<file path="config.mk">
export PLATFORM = sky130hd
export DESIGN_NAME = corr_peak_detector
export DESIGN_NICKNAME = d
export VERILOG_FILES = /design/src/rtl/corr_peak_detector.sv
export SDC_FILE = /design/constraint.sdc
export NUM_CORES = 2
export LEC_CHECK = 0
export CAP_MARGIN = 20
export CORE_MARGIN = 3
export CORE_UTILIZATION = 55
export DETAILED_ROUTE_END_ITERATION = 6
export PLACE_DENSITY = 0.73
export SLEW_MARGIN = 30
export SYNTH_ARGS = -nofsm -noshare
export SYNTH_HDL_FRONTEND = slang
export SYNTH_SLANG_ARGS = --single-unit
</file>
<file path="constraint.sdc">
create_clock -name aclk -period 19.76 [get_ports aclk]
set_clock_uncertainty 0.1 [all_clocks]
set_input_delay 2.964 -clock aclk [delete_from_list [all_inputs] [get_ports aclk]]
set_output_delay 2.964 -clock aclk [all_outputs]
set_load 0.03 [all_outputs]
</file>
<file path="src/rtl/corr_peak_detector.sv">
// Peak search over one correlation frame: squared magnitude per sample, running
// maximum with earliest-index tie break, one report per frame on a valid/ready port.
module corr_peak_detector #(
  parameter int DATA_W = 16,
  parameter int CNT_W  = 16
) (
  input  logic                  aclk,
  input  logic                  areset,
  input  logic [CNT_W-1:0]      corr_numb,
  input  logic [2*DATA_W-1:0]   threshold,
  input  logic [2*DATA_W-1:0]   s_axis_tdata,
  input  logic                  s_axis_tvalid,
  output logic                  s_axis_tready,
  output logic                  res_valid,
  input  logic                  res_ready,
  output logic [CNT_W-1:0]      res_index,
  output logic [2*DATA_W-1:0]   res_mag,
  output logic [2*DATA_W-1:0]   res_data,
  output logic                  res_above,
  output logic                  busy
);

  localparam int MW = 2 * DATA_W;
  localparam int SW = 2 * DATA_W - 1;

  typedef enum logic [1:0] {IDLE, SCAN, DRAIN, REPORT} state_t;

  state_t           state_q, state_d;
  logic             tready_q, tready_d;
  logic             res_valid_q, res_valid_d;
  logic             load_res;
  logic [CNT_W-1:0] numb_q, numb_d;
  logic [CNT_W-1:0] cnt_q, cnt_d;
  logic [MW-1:0]    thr_q, thr_d;
  logic             hs;
  logic [CNT_W-1:0] beat_idx;

  // Squarers: the only value that needs bit SW-1 is (-2^(DATA_W-1))^2, whose
  // wrapped signed result still carries the correct unsigned bit pattern.
  logic signed [SW-1:0] re_ext, im_ext, re_sq, im_sq;

  logic             s1_valid_q, s1_first_q;
  logic [SW-1:0]    s1_re2_q, s1_im2_q;
  logic [MW-1:0]    s1_data_q;
  logic [CNT_W-1:0] s1_idx_q;
  logic [MW-1:0]    s1_mag;
  logic             s2_valid_q;

  logic [MW-1:0]    max_mag_q, max_data_q;
  logic [CNT_W-1:0] max_idx_q;

  logic [CNT_W-1:0] res_index_q;
  logic [MW-1:0]    res_mag_q, res_data_q;
  logic             res_above_q;

  assign hs       = s_axis_tvalid && tready_q;
  assign beat_idx = (state_q == IDLE) ? '0 : cnt_q;

  assign re_ext = {{(DATA_W-1){s_axis_tdata[DATA_W-1]}}, s_axis_tdata[DATA_W-1:0]};
  assign im_ext = {{(DATA_W-1){s_axis_tdata[MW-1]}}, s_axis_tdata[MW-1:DATA_W]};
  assign re_sq  = re_ext * re_ext;
  assign im_sq  = im_ext * im_ext;
  assign s1_mag = {1'b0, s1_re2_q} + {1'b0, s1_im2_q};

  always_comb begin
    state_d     = state_q;
    numb_d      = numb_q;
    thr_d       = thr_q;
    cnt_d       = cnt_q;
    res_valid_d = res_valid_q;
    load_res    = 1'b0;
    case (state_q)
      IDLE: begin
        if (hs) begin
          numb_d  = (corr_numb == '0) ? CNT_W'(1) : corr_numb;
          thr_d   = threshold;
          cnt_d   = CNT_W'(1);
          state_d = (corr_numb <= CNT_W'(1)) ? DRAIN : SCAN;
        end
      end
      SCAN: begin
        if (hs) begin
          cnt_d = cnt_q + CNT_W'(1);
          if (cnt_q == numb_q - CNT_W'(1)) state_d = DRAIN;
        end
      end
      DRAIN: begin
        if (!s1_valid_q && !s2_valid_q) begin
          load_res    = 1'b1;
          res_valid_d = 1'b1;
          state_d     = REPORT;
        end
      end
      REPORT: begin
        if (res_ready) begin
          res_valid_d = 1'b0;
          state_d     = IDLE;
        end
      end
      default: state_d = IDLE;
    endcase
    // Registered so that tready stays low while reset is held.
    tready_d = (state_d == IDLE) || (state_d == SCAN);
  end

  always_ff @(posedge aclk or posedge areset) begin
    if (areset) begin
      state_q     <= IDLE;
      tready_q    <= 1'b0;
      res_valid_q <= 1'b0;
      numb_q      <= '0;
      cnt_q       <= '0;
      thr_q       <= '0;
    end else begin
      state_q     <= state_d;
      tready_q    <= tready_d;
      res_valid_q <= res_valid_d;
      numb_q      <= numb_d;
      cnt_q       <= cnt_d;
      thr_q       <= thr_d;
    end
  end

  always_ff @(posedge aclk or posedge areset) begin
    if (areset) begin
      s1_valid_q <= 1'b0;
      s1_first_q <= 1'b0;
      s1_re2_q   <= '0;
      s1_im2_q   <= '0;
      s1_data_q  <= '0;
      s1_idx_q   <= '0;
      s2_valid_q <= 1'b0;
      max_mag_q  <= '0;
      max_data_q <= '0;
      max_idx_q  <= '0;
    end else begin
      s1_valid_q <= hs;
      if (hs) begin
        s1_re2_q   <= re_sq;
        s1_im2_q   <= im_sq;
        s1_data_q  <= s_axis_tdata;
        s1_idx_q   <= beat_idx;
        s1_first_q <= (state_q == IDLE);
      end
      s2_valid_q <= s1_valid_q;
      // Strict compare keeps the earliest index on ties.
      if (s1_valid_q && (s1_first_q || (s1_mag > max_mag_q))) begin
        max_mag_q  <= s1_mag;
        max_data_q <= s1_data_q;
        max_idx_q  <= s1_idx_q;
      end
    end
  end

  always_ff @(posedge aclk or posedge areset) begin
    if (areset) begin
      res_index_q <= '0;
      res_mag_q   <= '0;
      res_data_q  <= '0;
      res_above_q <= 1'b0;
    end else if (load_res) begin
      res_index_q <= max_idx_q;
      res_mag_q   <= max_mag_q;
      res_data_q  <= max_data_q;
      res_above_q <= (max_mag_q > thr_q);
    end
  end

  assign s_axis_tready = tready_q;
  assign res_valid     = res_valid_q;
  assign res_index     = res_index_q;
  assign res_mag       = res_mag_q;
  assign res_data      = res_data_q;
  assign res_above     = res_above_q;
  assign busy          = (state_q != IDLE);

endmodule

</file>
# After elaboration in Yosys (flattened, before gate mapping)
# Index checks and enable logic that the tools add are counted.
[word_totals]
ram_bits = 0
mem_count = 0
reg_bits = 342
rom_bits = 0
inputBits = 84
wordCells = 70
latch_bits = 0
output_inout_bits = 84
[op_classes]
eq_ne = 9
div = 0
mul = 2
bitwise = 0
n_reduce_logical = 16
shifts = 0
order_cmp = 3
mux = 17
addsub = 3
[ops]
columns = ["op", "count"]
rows = [
  ["32-bit > comparator", 2],
  ["16-bit two-way mux", 4],
  ["16-bit by 16-bit multiplier with 31-bit output", 2],
  ["31-bit by 31-bit adder with 32-bit output", 1],
  ["16-bit one-hot mux with 2 select lines", 1],
  ["16-bit by 1-bit adder with 16-bit output (second input constant)", 1],
  ["16-bit equality test", 1],
  ["16-bit by 1-bit less-or-equal comparator with 1-bit output (second input constant)", 1],
  ["16-bit logical NOT", 1],
  ["16-bit by 1-bit subtractor with 16-bit output (second input constant)", 1],
  ["2-bit two-way mux", 6],
  ["2-bit != test (second input constant)", 4],
  ["2-bit one-hot mux with 4 select lines", 1],
  ["3-bit AND reduction", 2],
  ["2-bit nonzero test", 3],
  ["2-bit by 1-bit equality test with 1-bit output (second input constant)", 2],
  ["2-bit equality test (second input constant)", 2],
  ["2-bit logical NOT", 2],
  ["1-bit two-way mux", 4],
  ["1-bit logical AND", 3],
  ["1-bit logical NOT", 2],
  ["1-bit logical OR", 2],
  ["1-bit one-hot mux with 2 select lines", 1],
  ["2-bit AND reduction", 1],
]

# Depth between registers and ports, before layout
[logic_depth]
word_depth = 7
depth_mapped = 26
mapped_depth_nobuf = 24

# Worst setup path after synthesis
# OpenSTA, ideal clock, no wires.
[synth_path]
path_type = "input port to flip-flop"
start = "input port s_axis_tdata[1]"
end = "register s1_re2_q[29]"
setup_time_ps = 120
arrival_ps = 8772
cell_stages = 22
path_buffers = 2
path_slack_ps = 10768
cell_sequence = "clkbuf_1 > clkbuf_1 > nand2_1 > fa_1 > fa_1 > fa_1 > inv_1 > fa_1 > fa_1 > inv_1 > fa_1 > inv_1 > ha_1 > a21o_1 > a21o_1 > a21o_1 > a211o_1 > nand3b_1 > a41oi_1 > o2111a_1 > or3_1 > a31o_1"
[synth_between]
elab_chain_cells = 1
[synth_lines]
columns = ["element", "line_no", "source"]
rows = [
  ["from (decl)", "11", "input logic [2*DATA_W-1:0] s_axis_tdata,"],
  ["16-bit by 16-bit multiplier with 31-bit output", "61", "assign re_sq = re_ext * re_ext;"],
  ["to (signal assigned)", "139", "s1_re2_q <= re_sq;"],
  ["to (decl)", "43", "logic [SW-1:0] s1_re2_q, s1_im2_q;"],
]
# Every way passes these cells.
# A chain may end at the register's enable or synchronous reset.

# Worst setup path in the final report
[layout_path]
start = "input port s_axis_tdata[31]"
end = "register s1_im2_q[27]"
[layout_between]
elab_chain_cells = 1
[layout_lines]
columns = ["element", "line_no", "source"]
rows = [
  ["16-bit by 16-bit multiplier with 31-bit output", "62", "assign im_sq = im_ext * im_ext;"],
  ["to (signal assigned)", "140", "s1_im2_q <= im_sq;"],
  ["to (decl)", "43", ""],
]
# Every way passes these cells.

==> metrics.md <==
| Metric | Value |
|---|---|
| CTS tree | `yes` |
| CP Capture Type | `flop` |
| CP Launch Type | `primary input` |
| Mapped Area | `0.0331 mm²` |
| Crit-path max cell delay | `870 ps` |
| # clock sinks | `338` |
| Clock Latency Late Sink | `580 ps` |
| Antenna violations before repair | `0` |
| Via count | `22800` |
| Initial Util | `0.558` |
| # fillers | `4912` |
| Post-route DRC | `0` |
| CTS clk-pin slew, worst paths | `60 ps` |
| Detailed-router iteration count before antenna repair | `5` |
| CP max-delay cell | `clkdlybuf4s50_1` |
| Die ar. | `0.0632 mm²` |
| Number of synthesis warnings | `0` |
| Post-synth cell types | `70` |
| Ant. Diodes | `0` |
| Ys flop type | `dfrtp_1` |
| Final hold vios | `0` |
| Drt wl/cell | `17.3 µm` |
| Hold Path End | `s1_data_q[30]$_DFFE_PP0P_` |
| Post-Syn Nets | `4172` |
| Row cnt | `89` |
| I/O pin count | `168` |
| Reg2Reg Setup Slack | `13740 ps` |
| Gr ovfl total | `0` |
| Largest net degree at the start of global routing | `115` |
| Req. time, crit path | `20110 ps` |
| Slew HR | `0.373` |
| Die width | `251 µm` |
| Setup ws final | `9820 ps` |
| Vias in the first global route | `24300` |
| Hold Crit Class | `flop to flop` |
| Cts bufs inserted | `40` |
| Synthesized flop and latch total | `338` |
| Status | `complete, no violations` |
| Area Growth Syn to Fin | `11.5%` |
| Worst-path fanout max | `17` |
| Number of gates resized after cts | `0` |
| Vias/cell | `5.34` |
| Hold Path Stages | `2` |
| WS Path Type | `primary input to flop` |
| WP data arrival | `10290 ps` |
| Top-area cell type share of the netlist area | `0.276` |
| Most frequent cell after synthesis | `inv_1` |
| ANT nets after route | `0` |
| Cells on worst reg2reg path | `18` |
| Nets | `4292` |
| Max Fclk | `0.101 GHz` |
| Core box area | `0.0594 mm²` |
| Share of cells above drive strength 1 | `0.0693` |
| Total GRT Usage | `0.246` |
| Place WS | `9270 ps` |
| Setup bufs post-CTS | `0` |
| Syn Inst Count | `3359` |
| Slew Viols, Final | `0` |
| RSZ-0062 raised after global routing | `no` |
| Final GP Congestion | `0.908` |
| Register area share after synthesis | `0.255` |
| Hold_sp | `s1_data_q[30]$_DFFE_PP0P_` |
| Synthesized area per cell | `9.86 µm²` |
| Setup violators final | `0` |
| Root Driver | `clkbuf_16` |
| FFs w/ async S/R, synth | `1.00` |
| Final HPWL DP | `58.4 mm` |
| Die H | `251 µm` |
| Period utilization | `0.503` |
| DR iter-0 viols | `1321` |
| Placed cells | `4209` |
| CP Cell Sequence | `clkdlybuf4s50_1, clkinv_1, nor2_1, fa_1, inv_1, fa_1, inv_1, fa_1, fa_1, fa_1, inv_1, fa_1, inv_1, ha_1, nand2_1, a2bb2oi_1, o31ai_1, o41ai_1, o21ai_1, xnor2_1, mux2_2` |
| Port buffer count | `167` |
| CTS Buffer Depth | `3` |
| CTS H-tree lvls | `2` |
| Setup TNS | `0 ps` |
| Area contributors post-synth | `fa_1 (28%), dfrtp_1 (26%), ha_1 (10%)` |
| Cts hold-fix bufs | `0` |
| Final WL | `74.0 mm` |
| Yosys top cell by area | `fa_1` |
| Post-synth EDFFs | `0` |
| Crit path top cell by count | `fa_1` |
| Worst r2r src | `s1_re2_q[3]$_DFFE_PP0P_` |
| FF-to-FF End | `max_idx_q[11]$_DFFE_PP0P_` |
| List of most frequent post-synthesis cells | `inv_1 (724), fa_1 (457), nand2_1 (378)` |
| Max cap viols | `0` |
| Measured slew at the worst slew-check pin | `938 ps` |
| Layout Cells excl Fill | `4281` |
| Final Critical Period | `9940 ps` |
| First-pass GRT wire length | `125 mm` |
## area by class of cell
type,instances,area (µm²),area share
Sequential cell,338,8460,0.229
Tap cell,773,967,0.0262
Clock inverter,18,239,0.00647
Multi-Input combinational cell,2186,21600,0.584
Timing Repair Buffer,181,1810,0.0491
Clock buffer,53,1130,0.0306
Inverter,732,2760,0.0746
## worst max-delay path, delay by kind of cell
family                     cells  cell delay (ps)
xor gates and xnor gates       1              160
buffers and inverters          6             2010
AOI/OAI and AO/OA              4              990
muxes                          1              260
and+or+nand+nor                2              530
adders and majority gates      7             3370
## metrics by stage
stage / area, µm² / util / hold WS [ps]
finish: 36900 / 0.622 / 378
global route: 36900 / 0.622 / 398
CTS: 36900 / 0.622 / 381
detailed placement: 35500 / 0.599 / 362
global placement: 35500 / 0.598 / 360
floorplan: 33100 / - / 275
## metal layers
metal	vias up	wire length [µm]	GRT usage
met5	-	0	0
met4	0	1990	0.0648
met3	119	3510	0.0373
met2	512	36300	0.420
met1	11500	32200	0.333
li1	10800	-	-
## kinds of logic after synthesis
logic type | after synthesis | share of synthesized area
multiplexers | 173 | 0.0586
buffers and inverters | 835 | 0.0951
adder cells (fa/ha/maj) | 729 | 0.379
XOR/XNOR | 132 | 0.0349
AND/OR/NAND/NOR | 747 | 0.101
flip-flops | 338 | 0.255
AO/OA/AOI/OAI | 405 | 0.0760
## flip-flops by register name, summed over array words and instances, names as in the netlist
register / cells
s1_im2_q: 30
cnt_q: 16
numb_q: 16
state_q: 2
res_index: 16
s1_data_q: 30
max_data_q: 32
s1_idx_q: 16
s_axis_tready: 1
max_mag_q: 32
res_mag: 32
thr_q: 32
s1_re2_q: 30
s2_valid_q: 1
res_data: 32
res_valid: 1
res_above: 1
max_idx_q: 16
s1_first_q: 1
s1_valid_q: 1
## layout by cell type (no fill, tap or decap), drive strengths merged, types with 4 or more instances in the layout
| cell | instances |
|---|---|
| inv | 728 |
| fa | 457 |
| nand2 | 378 |
| dfrtp | 338 |
| ha | 272 |
| mux2 | 167 |
| clkdlybuf4s50 | 166 |
| o21ai | 149 |
| nor2 | 143 |
| xnor2 | 85 |
| a21oi | 83 |
| and2 | 61 |
| clkbuf | 53 |
| a21o | 48 |
| xor2 | 47 |
| nor3 | 31 |
| nand3 | 26 |
| nand4 | 19 |
| nor2b | 19 |
| o21a | 16 |
| clkinv | 16 |
| a211oi | 15 |
| buf | 15 |
| o21bai | 13 |
| nand2b | 12 |
| and3 | 11 |
| or2 | 11 |
| a31oi | 10 |
| a31o | 10 |
| o31ai | 9 |
| nor4 | 9 |
| o211ai | 8 |
| or3 | 7 |
| mux2i | 6 |
| and4 | 5 |
| a211o | 4 |
| nand3b | 4 |
| a22oi | 4 |
| bufinv | 4 |
| or4 | 4 |
## how the worst max path moves through the flow
stage | to | slack, ps | from
finish | s1_im2_q[27]$_DFFE_PP0P_ | 9820 | s_axis_tdata[31]
global route | s1_im2_q[27]$_DFFE_PP0P_ | 9320 | s_axis_tdata[31]
CTS | s1_im2_q[27]$_DFFE_PP0P_ | 9860 | s_axis_tdata[31]
detailed placement | s1_im2_q[27]$_DFFE_PP0P_ | 9270 | s_axis_tdata[31]
global placement | s1_im2_q[27]$_DFFE_PP0P_ | 9600 | s_axis_tdata[31]
floorplan | cnt_q[0]$_DFFE_PP0P_ | 7330 | areset
Power is not shown: default switching activity piles up to over one toggle a cycle in this logic, so the estimate is an artifact.
